==> config.mk <==
export PLATFORM = sky130hd
export DESIGN_NAME = ibus_mem_responder
export DESIGN_NICKNAME = d
export VERILOG_FILES = /design/src/rtl/ibus_mem_responder_pkg.sv /design/src/rtl/ibus_mem_responder_line_buf.sv /design/src/rtl/ibus_mem_responder.sv
export SDC_FILE = /design/constraint.sdc
export NUM_CORES = 1
export LEC_CHECK = 0
export ABC_AREA = 1
export BUFFER_PORTS_ARGS = -buffer_cell sky130_fd_sc_hd__buf_2
export CELL_PAD_IN_SITES_DETAIL_PLACEMENT = 0
export CELL_PAD_IN_SITES_GLOBAL_PLACEMENT = 1
export CORE_MARGIN = 1
export CORE_UTILIZATION = 37
export DETAILED_ROUTE_END_ITERATION = 10
export PLACE_DENSITY = 0.89
export RECOVER_POWER = 100
export SYNTH_ARGS = -nofsm -noshare
export SYNTH_HDL_FRONTEND = slang
export SYNTH_SLANG_ARGS = --single-unit
==> constraint.sdc <==
create_clock -name clk -period 2.2 [get_ports clk]
set_input_delay 0.11 -clock clk [delete_from_list [all_inputs] [get_ports clk]]
set_output_delay 0.11 -clock clk [all_outputs]
set_load 0.01 [all_outputs]
==> src/rtl/ibus_mem_responder_pkg.sv <==
// ibus_mem_responder_pkg
// Shared types for the instruction-bus responder: FSM state encoding,
// the line-buffer entry layout and fetch-group sizing constants.
package ibus_mem_responder_pkg;

    typedef enum logic [2:0] {
        ST_IDLE  = 3'd0,
        ST_ADDR0 = 3'd1,
        ST_DATA0 = 3'd2,
        ST_ADDR1 = 3'd3,
        ST_DATA1 = 3'd4,
        ST_RESP  = 3'd5,
        ST_DRAIN = 3'd6
    } ibus_resp_state_t;

    localparam int unsigned IBUS_FETCH_BYTES = 8;
    localparam int unsigned IBUS_WORD_BYTES  = 4;
    localparam int unsigned IBUS_FETCH_W     = IBUS_FETCH_BYTES * 8;
    localparam int unsigned IBUS_TAG_W       = 30;

    typedef struct packed {
        logic                    valid;
        logic [IBUS_TAG_W-1:0]   tag;
        logic [IBUS_FETCH_W-1:0] data;
    } ibus_line_buf_t;

endpackage

==> src/rtl/ibus_mem_responder_line_buf.sv <==
// ibus_line_buf
// One-entry fetch-group buffer: tag compare against the incoming request and
// a write/invalidate port. Invalidation wins over a same-cycle write.
// Ports:
//   clk, rst      clock, synchronous active-high reset (entry invalid)
//   lookup_tag    address[31:2] of the request being looked up
//   hit, rd_data  lookup result and the buffered 64-bit group
//   wr_en, wr_tag, wr_data  fill the entry
//   inv           drop the entry
module ibus_line_buf
    import ibus_mem_responder_pkg::*;
(
    input  logic                    clk,
    input  logic                    rst,
    input  logic [IBUS_TAG_W-1:0]   lookup_tag,
    output logic                    hit,
    output logic [IBUS_FETCH_W-1:0] rd_data,
    input  logic                    wr_en,
    input  logic [IBUS_TAG_W-1:0]   wr_tag,
    input  logic [IBUS_FETCH_W-1:0] wr_data,
    input  logic                    inv
);

    ibus_line_buf_t buf_q, buf_d;

    always_comb begin
        buf_d = buf_q;
        if (inv) begin
            buf_d.valid = 1'b0;
        end else if (wr_en) begin
            buf_d.valid = 1'b1;
            buf_d.tag   = wr_tag;
            buf_d.data  = wr_data;
        end
    end

    always_ff @(posedge clk) begin
        if (rst) begin
            buf_q <= '0;
        end else begin
            buf_q <= buf_d;
        end
    end

    assign hit     = buf_q.valid && (buf_q.tag == lookup_tag);
    assign rd_data = buf_q.data;

endmodule

==> src/rtl/ibus_mem_responder.sv <==
// ibus_mem_responder
// Responder end of the instruction-fetch bus. A fetch request is turned into
// two sequential single-word reads on the memory port (addr, addr+4) and
// returned as one 64-bit group {word1, word0} with a one-cycle valid strobe.
// Optional feature macro: IBUS_RESP_LINE_BUF_EN adds a one-entry line buffer
// that answers repeat requests without touching memory.
// Ports:
//   clk, rst                  clock, synchronous active-high reset
//   ibus_read, ibus_address   fetch request and byte address
//   ibus_flush                cancel in-flight fetch
//   ibus_inv_buf              invalidate line buffer (ignored without buffer)
//   ibus_stall                busy
//   ibus_valid, ibus_rddata, ibus_err   response
//   mem_req, mem_addr, mem_ready        memory request handshake
//   mem_rvalid, mem_rdata, mem_rerr     memory read return
module ibus_mem_responder
    import ibus_mem_responder_pkg::*;
#(
    parameter int MEM_ADDR_W = 32
) (
    input  logic                    clk,
    input  logic                    rst,
    input  logic                    ibus_read,
    input  logic [31:0]             ibus_address,
    input  logic                    ibus_flush,
    input  logic                    ibus_inv_buf,
    output logic                    ibus_stall,
    output logic                    ibus_valid,
    output logic [IBUS_FETCH_W-1:0] ibus_rddata,
    output logic                    ibus_err,
    output logic                    mem_req,
    output logic [MEM_ADDR_W-1:0]   mem_addr,
    input  logic                    mem_ready,
    input  logic                    mem_rvalid,
    input  logic [31:0]             mem_rdata,
    input  logic                    mem_rerr
);

    ibus_resp_state_t        state_q, state_d;
    logic [31:0]             addr_q, addr_d;
    logic [IBUS_FETCH_W-1:0] rddata_q, rddata_d;
    logic                    err_q, err_d;

    logic                    lb_hit;
    logic [IBUS_FETCH_W-1:0] lb_data;
    logic                    lb_wr_en;
    logic [31:0]             addr_plus4;
    logic [31:0]             mem_addr_full;

`ifdef IBUS_RESP_LINE_BUF_EN
    // Only a response that actually reaches the fetch stage error-free is cached.
    assign lb_wr_en = (state_q == ST_RESP) && !err_q && !ibus_flush;

    ibus_line_buf u_line_buf (
        .clk        (clk),
        .rst        (rst),
        .lookup_tag (ibus_address[31:2]),
        .hit        (lb_hit),
        .rd_data    (lb_data),
        .wr_en      (lb_wr_en),
        .wr_tag     (addr_q[31:2]),
        .wr_data    (rddata_q),
        .inv        (ibus_inv_buf)
    );
`else
    logic unused_inv_buf;
    assign unused_inv_buf = ibus_inv_buf;
    assign lb_wr_en       = 1'b0;
    assign lb_hit         = 1'b0;
    assign lb_data        = '0;
`endif

    always_comb begin
        state_d  = state_q;
        addr_d   = addr_q;
        rddata_d = rddata_q;
        err_d    = err_q;
        unique case (state_q)
            ST_IDLE: begin
                // A flush in IDLE also blocks a same-cycle request.
                if (ibus_read && !ibus_flush) begin
                    addr_d = ibus_address;
                    if (ibus_address[1:0] != 2'b00) begin
                        err_d    = 1'b1;
                        rddata_d = '0;
                        state_d  = ST_RESP;
                    end else if (lb_hit) begin
                        err_d    = 1'b0;
                        rddata_d = lb_data;
                        state_d  = ST_RESP;
                    end else begin
                        err_d   = 1'b0;
                        state_d = ST_ADDR0;
                    end
                end
            end
            ST_ADDR0, ST_ADDR1: begin
                if (ibus_flush) begin
                    // An accepted request still owes us a beat; absorb it.
                    state_d = mem_ready ? ST_DRAIN : ST_IDLE;
                end else if (mem_ready) begin
                    state_d = (state_q == ST_ADDR0) ? ST_DATA0 : ST_DATA1;
                end
            end
            ST_DATA0: begin
                if (ibus_flush) begin
                    state_d = mem_rvalid ? ST_IDLE : ST_DRAIN;
                end else if (mem_rvalid) begin
                    rddata_d[31:0] = mem_rdata;
                    err_d          = err_q | mem_rerr;
                    if (mem_rerr) begin
                        rddata_d[63:32] = '0;
                        state_d         = ST_RESP;
                    end else begin
                        state_d = ST_ADDR1;
                    end
                end
            end
            ST_DATA1: begin
                if (ibus_flush) begin
                    state_d = mem_rvalid ? ST_IDLE : ST_DRAIN;
                end else if (mem_rvalid) begin
                    rddata_d[63:32] = mem_rdata;
                    err_d           = err_q | mem_rerr;
                    state_d         = ST_RESP;
                end
            end
            ST_RESP: begin
                state_d = ST_IDLE;
            end
            ST_DRAIN: begin
                if (mem_rvalid) begin
                    state_d = ST_IDLE;
                end
            end
            default: begin
                state_d = ST_IDLE;
            end
        endcase
    end

    always_ff @(posedge clk) begin
        if (rst) begin
            state_q  <= ST_IDLE;
            addr_q   <= '0;
            rddata_q <= '0;
            err_q    <= 1'b0;
        end else begin
            state_q  <= state_d;
            addr_q   <= addr_d;
            rddata_q <= rddata_d;
            err_q    <= err_d;
        end
    end

    // Second word address wraps modulo 2^32.
    assign addr_plus4    = addr_q + 32'(IBUS_WORD_BYTES);
    assign mem_addr_full = (state_q == ST_ADDR0) ? addr_q :
                           (state_q == ST_ADDR1) ? addr_plus4 : 32'h0;

    assign mem_req     = (state_q == ST_ADDR0) || (state_q == ST_ADDR1);
    assign mem_addr    = MEM_ADDR_W'(mem_addr_full);
    assign ibus_stall  = (state_q == ST_ADDR0) || (state_q == ST_DATA0) ||
                         (state_q == ST_ADDR1) || (state_q == ST_DATA1) ||
                         (state_q == ST_DRAIN);
    assign ibus_valid  = (state_q == ST_RESP) && !ibus_flush;
    assign ibus_rddata = rddata_q;
    assign ibus_err    = err_q;

endmodule

==> results of run 1 <==
[registers in the layout, indices dropped and copies added (netlist names)]
name and cells:
ibus_rddata 64, ibus_err 1, addr_q 32, state_q 3
[report_power, final]
| group | switching [mW] | internal [mW] |
|---|---|---|
| Sequential | 0.419 | 2.39 |
| Clock | 0.770 | 0.901 |
| Combinational | 2.62 | 1.38 |
[layout by cell type (no fill, tap or decap), types with 2 or more instances in the layout]
| master | netlist | routed |
|---|---|---|
| inv_1 | 77 | 74 |
| nand2_2 | 6 | 6 |
| buf_2 | 9 | 82 |
| or2_2 | 3 | 3 |
| buf_4 | 9 | 11 |
| nand3_2 | 2 | 2 |
| o22ai_1 | 2 | 2 |
| inv_2 | 7 | 9 |
| a21oi_1 | 31 | 31 |
| clkbuf_16 | 0 | 9 |
| nor2_1 | 248 | 241 |
| nor2_4 | 3 | 4 |
| inv_8 | 0 | 2 |
| dfxtp_2 | 0 | 4 |
| o21bai_1 | 2 | 2 |
| clkbuf_1 | 17 | 82 |
| nor2_2 | 2 | 8 |
| buf_12 | 0 | 5 |
| nand2_1 | 190 | 190 |
| clkbuf_2 | 3 | 7 |
| dfxtp_1 | 100 | 96 |
| o21ai_0 | 86 | 86 |
| nand4_1 | 3 | 3 |
| clkinv_2 | 0 | 2 |
| clkinvlp_4 | 0 | 3 |
| nand3_1 | 73 | 73 |
[final cells by class]
cell class                 instances  area share
clock buffer                       9      0.0335
tap                              180      0.0335
sequential                       100       0.299
inverter                          86      0.0488
clock inverter                     7      0.0121
multi-input combinational        664       0.433
timing repair buffer             188       0.141
[critical path: stages, from the launching register on]
cell	delay, ns
dfxtp_1	0.38
ha_4	0.17
nand2_1	0.11
nor2_4	0.19
nand2_2	0.10
nor2_1	0.15
inv_1	0.08
nand2_1	0.05
a21boi_0	0.21
buf_2	0.17
[synth_stat cells (all sizes together)]
cell / instances
xor2: 1
buf: 24
dfxtp: 100
o21ai: 87
clkinv: 2
nor4: 1
o22ai: 2
nor2: 253
a21oi: 31
nand3: 76
clkbuf: 20
a31oi: 1
nand4: 3
and2: 1
a21boi: 1
inv: 84
a22o: 1
nor3: 2
or2: 3
ha: 1
nand2: 196
o31ai: 1
a22oi: 1
o21bai: 2
[final timing paths]
check	startpoint	endpoint	slack [ns]	cells past startpoint
worst max-delay path	addr_q[2]	mem_addr[14]	0.13	9
worst min-delay path	ibus_address[16]	addr_q[16]	0.01	3
worst max register to register	state_q[2]	ibus_err	0.20	7
worst min register to register	addr_q[0]	addr_q[0]	0.46	2
[cell families (layout without fill, tap and decap cells)]
| logic type | Yosys count | in the layout | synth area share |
|---|---|---|---|
| and+or+nand+nor | 535 | 535 | 0.403 |
| adders and majority gates | 1 | 1 | 0.00230 |
| DFF | 100 | 100 | 0.368 |
| xor gates and xnor gates | 1 | 1 | 0.00161 |
| AOI/OAI and AO/OA | 127 | 127 | 0.121 |
| buffers and inverters | 130 | 290 | 0.104 |
[through the flow]
step           area [um2]  utilization  std cells
4_1_cts              6790        0.482       1233
5_1_grt              6720        0.477       1234
6_report             6720        0.477       1234
3_3_place_gp         6460        0.458       1216
2_1_floorplan        5450            -        894
3_5_place_dp         6460        0.458       1216
[what timing repair did]
item	CTS	global route
pin swaps	0	1
hold buffers	1	0
resized for setup	5	15
endpoints found under the hold margin	2	0
setup buffers	0	1
setup endpoints to repair	19	15
[routing by layer]
layer,track usage,up-vias,routed length (um),part of all wire
met4,0.0602,0,259,0.015
met3,0.0863,19,1370,0.081
met1,0.271,2603,7250,0.43
met2,0.385,193,8000,0.47
met5,0,-,0,0
li1,-,3107,-,-
==> flow_metrics.tcl, run 1 <==
set metrics [dict create \
    num-fill-cells 1609 \
    ioPinCount 172 \
    cts_made_buffers 9 \
    cts_sinks 100 \
    overflow 0 \
    grt_pass1_vias 5482 \
    fmax_mhz 482 \
    clkTransAtPathRegs_ns 0.07 \
    clock_skew_ns 0.00958 \
    gp_congestion 0.921 \
    cts_tree "done" \
    yosysSeqAreaShare 0.368 \
    p_per_area_nw_per_um2 1260 \
    relSlewSlack 0.472 \
    crit_required_ns 2.09 \
    grt_pass1_wl_um 26700 \
    core-area_um2 14100 \
    die-area_um2 15200 \
    htreeDepth 3 \
    final-setup-viol-count 0 \
    num_antenna_cells 0 \
    worstPathArrival_ns 1.96 \
    die-height_um 123 \
    synth_largest_area_cell "dfxtp_1" \
    finalWirelength_um 16900 \
    setup_tns_ns 0 \
    drcViolationCount 0 \
    final_max_slew_viol_count 0 \
    final_min_period_over_clock_period 0.943 \
    hold_path.class "primary input to register" \
    multi_input_area_um2 2910 \
    die_x_um 123 \
    dp_slack_ns 0.164 \
    synthTopCellsByArea "dfxtp_1, nor2_1, nand2_1" \
    track_usage 0.228 \
    syn_area_um2 5450 \
    wl_per_cell_um 13.7 \
    fin_total_pwr_mw 8.48 \
    area_growth_syn_to_layout_pct 23.4 \
    drive_above_1_share 0.154 \
    leakage_nw 2.91 \
    syn_nets 967 \
    initial_utilization 0.386 \
    endpoint_kind "output port" \
    rsz0062_at_grt "false" \
    fin_hold_ws_ns 0.0120 \
    finalHoldViolCount 0 \
    synthCells 894 \
    root_buffer "clkbuf_16" \
    vias 5922 \
    firstDrtPassIters 6 \
    regArea_um2 2010 \
    worst_pin_slew_ns 0.790 \
    port_buffers 170 \
    dpl.hpwl_um 12300 \
    synth_top_area_share 0.368 \
    synth_cell_types 36 \
    drtAntennaViolNets 0 \
    grt_max_degree 57 \
    drv_cap 0 \
    clk_path_buf_depth 2 \
    layout.nets 1122 \
    ys_ff_latch 100 \
    yosysWarnings 0 \
    drt_iter0_drc 352 \
    insertion_delay_ns 0.36 \
    worstSetupPathType "register to output port" \
    antenna_found_initial 0 \
    setup_slack_ns 0.126 \
    syn_avg_cell_area_um2 6.09 \
    critPathMaxFanout 5 \
    start_kind "register" \
    rows 43 \
    routed_via_density 4.80 \
    fin_crit_ns 2.07 \
    ir_drop_v 0.000703 \
    status "complete, no violations" \
]
Note: power is estimated with default switching activity, not from simulation.
==> run 2: changes to the inputs <==
--- a/config.mk
+++ b/config.mk
@@ -9,6 +9,7 @@
 export BUFFER_PORTS_ARGS = -buffer_cell sky130_fd_sc_hd__buf_2
 export CELL_PAD_IN_SITES_DETAIL_PLACEMENT = 0
 export CELL_PAD_IN_SITES_GLOBAL_PLACEMENT = 1
+export CORE_ASPECT_RATIO = 0.6
 export CORE_MARGIN = 1
 export CORE_UTILIZATION = 37
 export DETAILED_ROUTE_END_ITERATION = 10
==> run 2 against run 1 <==
Sequential cell count did not move; sequential power is essentially flat; worst hold slack better by 0.028 ns; global-route usage grew 0.76 points; cell count is 1.6% higher; combinational power grew 1%; clock skew about the same; die area up 0.11%.
==> flow_metrics.tcl, run 2 (synthesized netlist as in run 1, its figures left out) <==
set metrics [dict create \
    drtAntennaViolNets 0 \
    clk_path_buf_depth 2 \
    met1_length_um 9820 \
    status "complete, no violations" \
    drcViolationCount 0 \
    p_seq_frac 0.333 \
    clock_skew_ns 0.00985 \
    track_usage 0.236 \
    hold_path.class "primary input to register" \
    comb_power_share 0.476 \
    rows 33 \
    root_buffer "clkbuf_16" \
    routed-wl-met3_um 1650 \
    slowest_delay_ns 0.37 \
    crit_family "simple AND/OR/NAND/NOR gates" \
    fin_total_pwr_mw 8.46 \
    routed_via_density 4.86 \
    p_sw_mw 3.88 \
    worstSetupPathType "register to output port" \
    worst-r2r-cell-count 9 \
    cts_made_buffers 9 \
    grt_max_degree 57 \
    wl_per_cell_um 14.4 \
    worstPathArrival_ns 2.01 \
    dpl.hpwl_um 13300 \
    ioPinCount 172 \
    final_max_slew_viol_count 0 \
    cp_num_cells 8 \
    grt_pass1_wl_um 27400 \
    final_common_cell "nor2_1" \
    die_x_um 159 \
    overflow 0 \
    area_growth_syn_to_layout_pct 23.3 \
    start_kind "register" \
    path_buf_inv 1 \
    cp_slowest_cell "dfxtp_2" \
    antenna_found_initial 0 \
    num_antenna_cells 0 \
    swShare 0.459 \
    clkTransAtPathRegs_ns 0.08 \
    vias 6095 \
    power_frac_clock 0.191 \
    initial_utilization 0.389 \
    setup_tns_ns 0 \
    fin_area_um2 6720 \
    htreeDepth 3 \
    fin_crit_ns 2.12 \
    drt_iter0_drc 426 \
    path_cells "ha_1 -> nand2_1 -> nor2_4 -> nand2_1 -> nor2_2 -> a31oi_1 -> a21oi_1 -> buf_2" \
    critPathMostFrequentCell "nand2_1" \
    layout.nets 1130 \
    finalHoldViolCount 0 \
    gp_congestion 0.961 \
    crit_required_ns 2.09 \
    ir_drop_v 0.000713 \
    intPower_mw 4.58 \
    dpl-instance-area_um2 6520 \
    p_per_area_nw_per_um2 1260 \
    critPathMaxFanout 5 \
    die-area_um2 15200 \
    routed-wl-met2_um 6490 \
    endpoint_kind "output port" \
    port_buffers 170 \
    cts_tree "done" \
    relSlewSlack 0.484 \
    largest_reg_flops 64 \
    grt_pass1_vias 5071 \
    top_layer_used "met4" \
    die-height_um 96.0 \
    finalWirelength_um 18000 \
    mostFrequentLayoutCells "nor2_1, nand2_1, dfxtp_1" \
    final-setup-viol-count 0 \
    worst_pin_slew_ns 0.774 \
    fmax_mhz 472 \
    leakage_nw 2.92 \
    firstDrtPassIters 6 \
    rsz0062_at_grt "false" \
    insertion_delay_ns 0.34 \
    final_min_period_over_clock_period 0.963 \
    core-area_um2 14000 \
    worst_hold_path.num_cells 3 \
    drv_cap 0 \
    drive_above_1_share 0.155 \
    cts_sinks 100 \
]
[run 2: layer usage]
metal,up-vias,GRT usage
li1,3130,-
met1,2735,0.387
met2,222,0.290
met3,8,0.0666
met4,0,0.0337
met5,-,0
[run 2: power groups by stage]
stage | Clock [mW] | Combinational, mW | Sequential [mW]
floorplan | 0 | 2.81 | 2.93
global placement | 0 | 4.19 | 2.83
detailed placement | 0 | 4.23 | 2.83
CTS | 1.66 | 4.25 | 2.80
global route | 1.73 | 4.60 | 2.89
finish | 1.62 | 4.03 | 2.82
[run 2: layout make-up]
cell class / instances / area (um2)
fillers: 1588 / 7280
multi-input cells: 664 / 2890
flip-flops and latches: 100 / 2010
repair buffers: 196 / 958
inverters: 86 / 327
well taps: 192 / 240
clock buffers: 10 / 239
clock inverters: 6 / 56.3
[run 2: worst register-to-register path, stage by stage (launching register included)]
cell and delay, ns:
dfxtp_2 0.37, nor2_2 0.17, nand2_1 0.11, inv_2 0.11, nand2_1 0.13, o21ai_1 0.12, nand2_2 0.17, inv_2 0.49
nor2_1 0.11, nor2_1 0.12
[run 2: worst paths after layout]
kind	start	to	slack (ns)
setup / recovery	addr_q[3]	mem_addr[16]	0.08
hold / removal	ibus_address[11]	addr_q[11]	0.04
setup reg to reg	state_q[1]	ibus_rddata[30]	0.23
hold reg to reg	addr_q[0]	addr_q[0]	0.46
[run 2: stage by stage]
step / std cells / util / hold WS (ns) / setup WS (ns)
floorplan: 894 / - / 0.179 / 0.558
CTS: 1252 / 0.488 / 0.0274 / 0.0260
finish: 1254 / 0.480 / 0.0395 / 0.0815
detailed placement: 1235 / 0.465 / 0.359 / 0.219
global route: 1254 / 0.480 / 0.0378 / 0.00515
global placement: 1235 / 0.465 / 0.357 / 0.250
[run 2: timing repair]
action | CTS | global route
hold buffers | 1 | 0
resized for setup | 4 | 19
setup buffers | 0 | 2
pin swaps | 0 | 0
hold endpoints to repair | 2 | 0
setup endpoints to repair | 6 | 25
==> run 3: changes to the inputs <==
--- a/config.mk
+++ b/config.mk
@@ -11,9 +11,10 @@
 export CELL_PAD_IN_SITES_GLOBAL_PLACEMENT = 1
 export CORE_ASPECT_RATIO = 0.6
 export CORE_MARGIN = 1
-export CORE_UTILIZATION = 37
+export CORE_UTILIZATION = 35
 export DETAILED_ROUTE_END_ITERATION = 10
-export PLACE_DENSITY = 0.89
+export GPL_ROUTABILITY_DRIVEN = 0
+export PLACE_DENSITY = 0.85
 export RECOVER_POWER = 100
 export SYNTH_ARGS = -nofsm -noshare
 export SYNTH_HDL_FRONTEND = slang
==> constraint.sdc (replaced) <==
create_clock -name clk -period 2.1 [get_ports clk]
set_input_delay 0.105 -clock clk [delete_from_list [all_inputs] [get_ports clk]]
set_output_delay 0.105 -clock clk [all_outputs]
set_load 0.01 [all_outputs]
==> run 3 against run 2 <==
First-iteration DRC count down 6.6%; total power rose by 5.8%; count of clock-buffer cells in the layout did not move; wire length up 0.12%; sequential power is 5% higher; die area is 5.6% higher; sequential cell count did not move; setup slack got worse by 0.017 ns; clock skew is 0.00098 ns lower; via count up 0.38%; cell count is 0.48% higher; register-to-register slack barely moved; largest cell class unchanged; highest routed layer unchanged.
==> flow_metrics.tcl, run 3 (synthesized netlist as in run 1, its figures left out) <==
set metrics [dict create \
    status "complete, no violations" \
    p_sw_mw 4.03 \
    cts_sinks 100 \
    vias 6118 \
    use_met2 0.279 \
    drtAntennaViolNets 0 \
    grt_use_met3 0.0665 \
    worst_pin_slew_ns 0.613 \
    grt_pass1_wl_um 28300 \
    final_min_period_over_clock_period 0.969 \
    rows 34 \
    fin_crit_ns 2.04 \
    grt_max_degree 57 \
    power_frac_clock 0.192 \
    setup_tns_ns 0 \
    hp-start "ibus_address[16]" \
    worstPathArrival_ns 1.93 \
    rsz0062_at_grt "true" \
    fmax_mhz 491 \
    use_met1 0.365 \
    drv_cap 0 \
    layout.nets 1129 \
    overflow 0 \
    endpoint_kind "output port" \
    port_buffers 170 \
    worst-r2r-cell-count 9 \
    drt_iter0_drc 398 \
    initial_utilization 0.367 \
    root_buffer "clkbuf_16" \
    reg2reg_slack_ns 0.23 \
    swShare 0.451 \
    comb_power_share 0.477 \
    clkTransAtPathRegs_ns 0.07 \
    start_kind "register" \
    area_growth_syn_to_layout_pct 25.9 \
    intPower_mw 4.92 \
    cts_made_buffers 9 \
    drive_above_1_share 0.180 \
    critPathMaxFanout 4 \
    fin_total_pwr_mw 8.95 \
    die_x_um 163 \
    r2r-end "ibus_rddata[23]" \
    worstSetupPathType "register to output port" \
    num-fill-cells 1697 \
    cts_tree "done" \
    final_max_slew_viol_count 0 \
    htreeDepth 3 \
    worstReg2RegStart "state_q[1]" \
    dpl.hpwl_um 13400 \
    hold_path.class "primary input to register" \
    dp_slack_ns 0.159 \
    finalHoldViolCount 0 \
    leakage_nw 2.98 \
    ir_drop_v 0.000661 \
    core-area_um2 14800 \
    whs_endpoint "addr_q[16]" \
    routed_via_density 4.86 \
    finalWirelength_um 18100 \
    dp.cells 1238 \
    fin_hold_ws_ns 0.0267 \
    clock_skew_ns 0.00887 \
    relSlewSlack 0.591 \
    wl_per_cell_um 14.3 \
    largest_reg_flops 64 \
    insertion_delay_ns 0.34 \
    die-area_um2 16100 \
    track_usage 0.225 \
    grt_busiest_layer "met1" \
    final_cells 1260 \
    firstDrtPassIters 5 \
    antenna_found_initial 1 \
    p_seq_frac 0.331 \
    grt_pass1_vias 5334 \
    worst_hold_path.num_cells 3 \
    drcViolationCount 0 \
    p_per_area_nw_per_um2 1310 \
    die-height_um 98.6 \
    mostFrequentLayoutCells "nor2_1, nand2_1, buf_2" \
    setup_slack_ns 0.0650 \
    final-setup-viol-count 0 \
    ioPinCount 172 \
    final_common_cell "nor2_1" \
    clk_path_buf_depth 2 \
    crit_required_ns 2.00 \
]
==> run 3: cell count changes in the layout (fill, tap and decap cells not counted), moves of 3 or more <==
cell | previous run | this run
buf_4 | 13 | 19
nor2_1 | 237 | 234
nand2_2 | 4 | 7
clkbuf_1 | 86 | 74
clkbuf_2 | 6 | 0
dfxtp_1 | 96 | 90
nor2_4 | 4 | 10
nand2_1 | 192 | 189
nor2_2 | 12 | 9
dfxtp_2 | 4 | 9
inv_2 | 9 | 6
clkinv_4 | 3 | 0
buf_2 | 86 | 97
==> run 3: power groups by stage <==
stage / clock [mW] / sequential [mW] / combinational, mW
3_5_place_dp: 0 / 2.97 / 4.39
3_3_place_gp: 0 / 2.96 / 4.36
4_1_cts: 1.76 / 2.94 / 4.42
5_1_grt: 1.85 / 3.04 / 4.86
2_1_floorplan: 0 / 3.07 / 2.94
6_report: 1.72 / 2.96 / 4.27
==> run 3: layout make-up <==
type	instances	area [um2]	area share
Sequential cell	100	2020	0.294
Multi-Input combinational cell	664	2960	0.431
Clock buffer	10	229	0.0334
Antenna cell	1	2.50	0.000365
Clock inverter	6	72.6	0.0106
Inverter	86	330	0.0482
Tap cell	198	248	0.0361
Timing Repair Buffer	195	1000	0.146
==> run 3: per-layer routing <==
metal,up-vias,share of wire
li1,3126,-
met4,0,0.0096
met3,16,0.096
met5,-,0
met2,254,0.36
met1,2722,0.54
==> run 3: through the flow <==
stage	utilization	cell area, um2
after global placement	0.438	6500
after CTS	0.460	6830
after global routing	0.462	6850
after detailed placement	0.438	6500
after floorplan	-	5450
final	0.462	6860
==> run 3: worst max path at each step <==
stage	start	to	slack (ns)	depth (start not counted)
after floorplan	addr_q[2]	mem_addr[14]	0.46	8
after global placement	addr_q[3]	mem_addr[14]	0.22	9
after detailed placement	addr_q[3]	mem_addr[14]	0.16	9
after CTS	state_q[1]	mem_addr[9]	0.006	6
after global routing	addr_q[14]	mem_addr[19]	-0.06	9
final	addr_q[3]	mem_addr[16]	0.06	8
==> run 3: critical path, stage by stage, from the launching register on <==
cell,delay [ns]
dfxtp_4,0.37
ha_2,0.18
nand2_2,0.09
nor2_4,0.16
nand2_1,0.10
nor2_2,0.22
a31oi_1,0.15
a21oi_1,0.17
buf_2,0.16
==> run 3: timing repair <==
item | CTS | global route
endpoints found under the setup margin | 19 | 24
hold buffers | 1 | 0
resized for setup | 11 | 36
pin swaps | 0 | 3
hold endpoints to repair | 2 | 0
setup buffers | 0 | 4
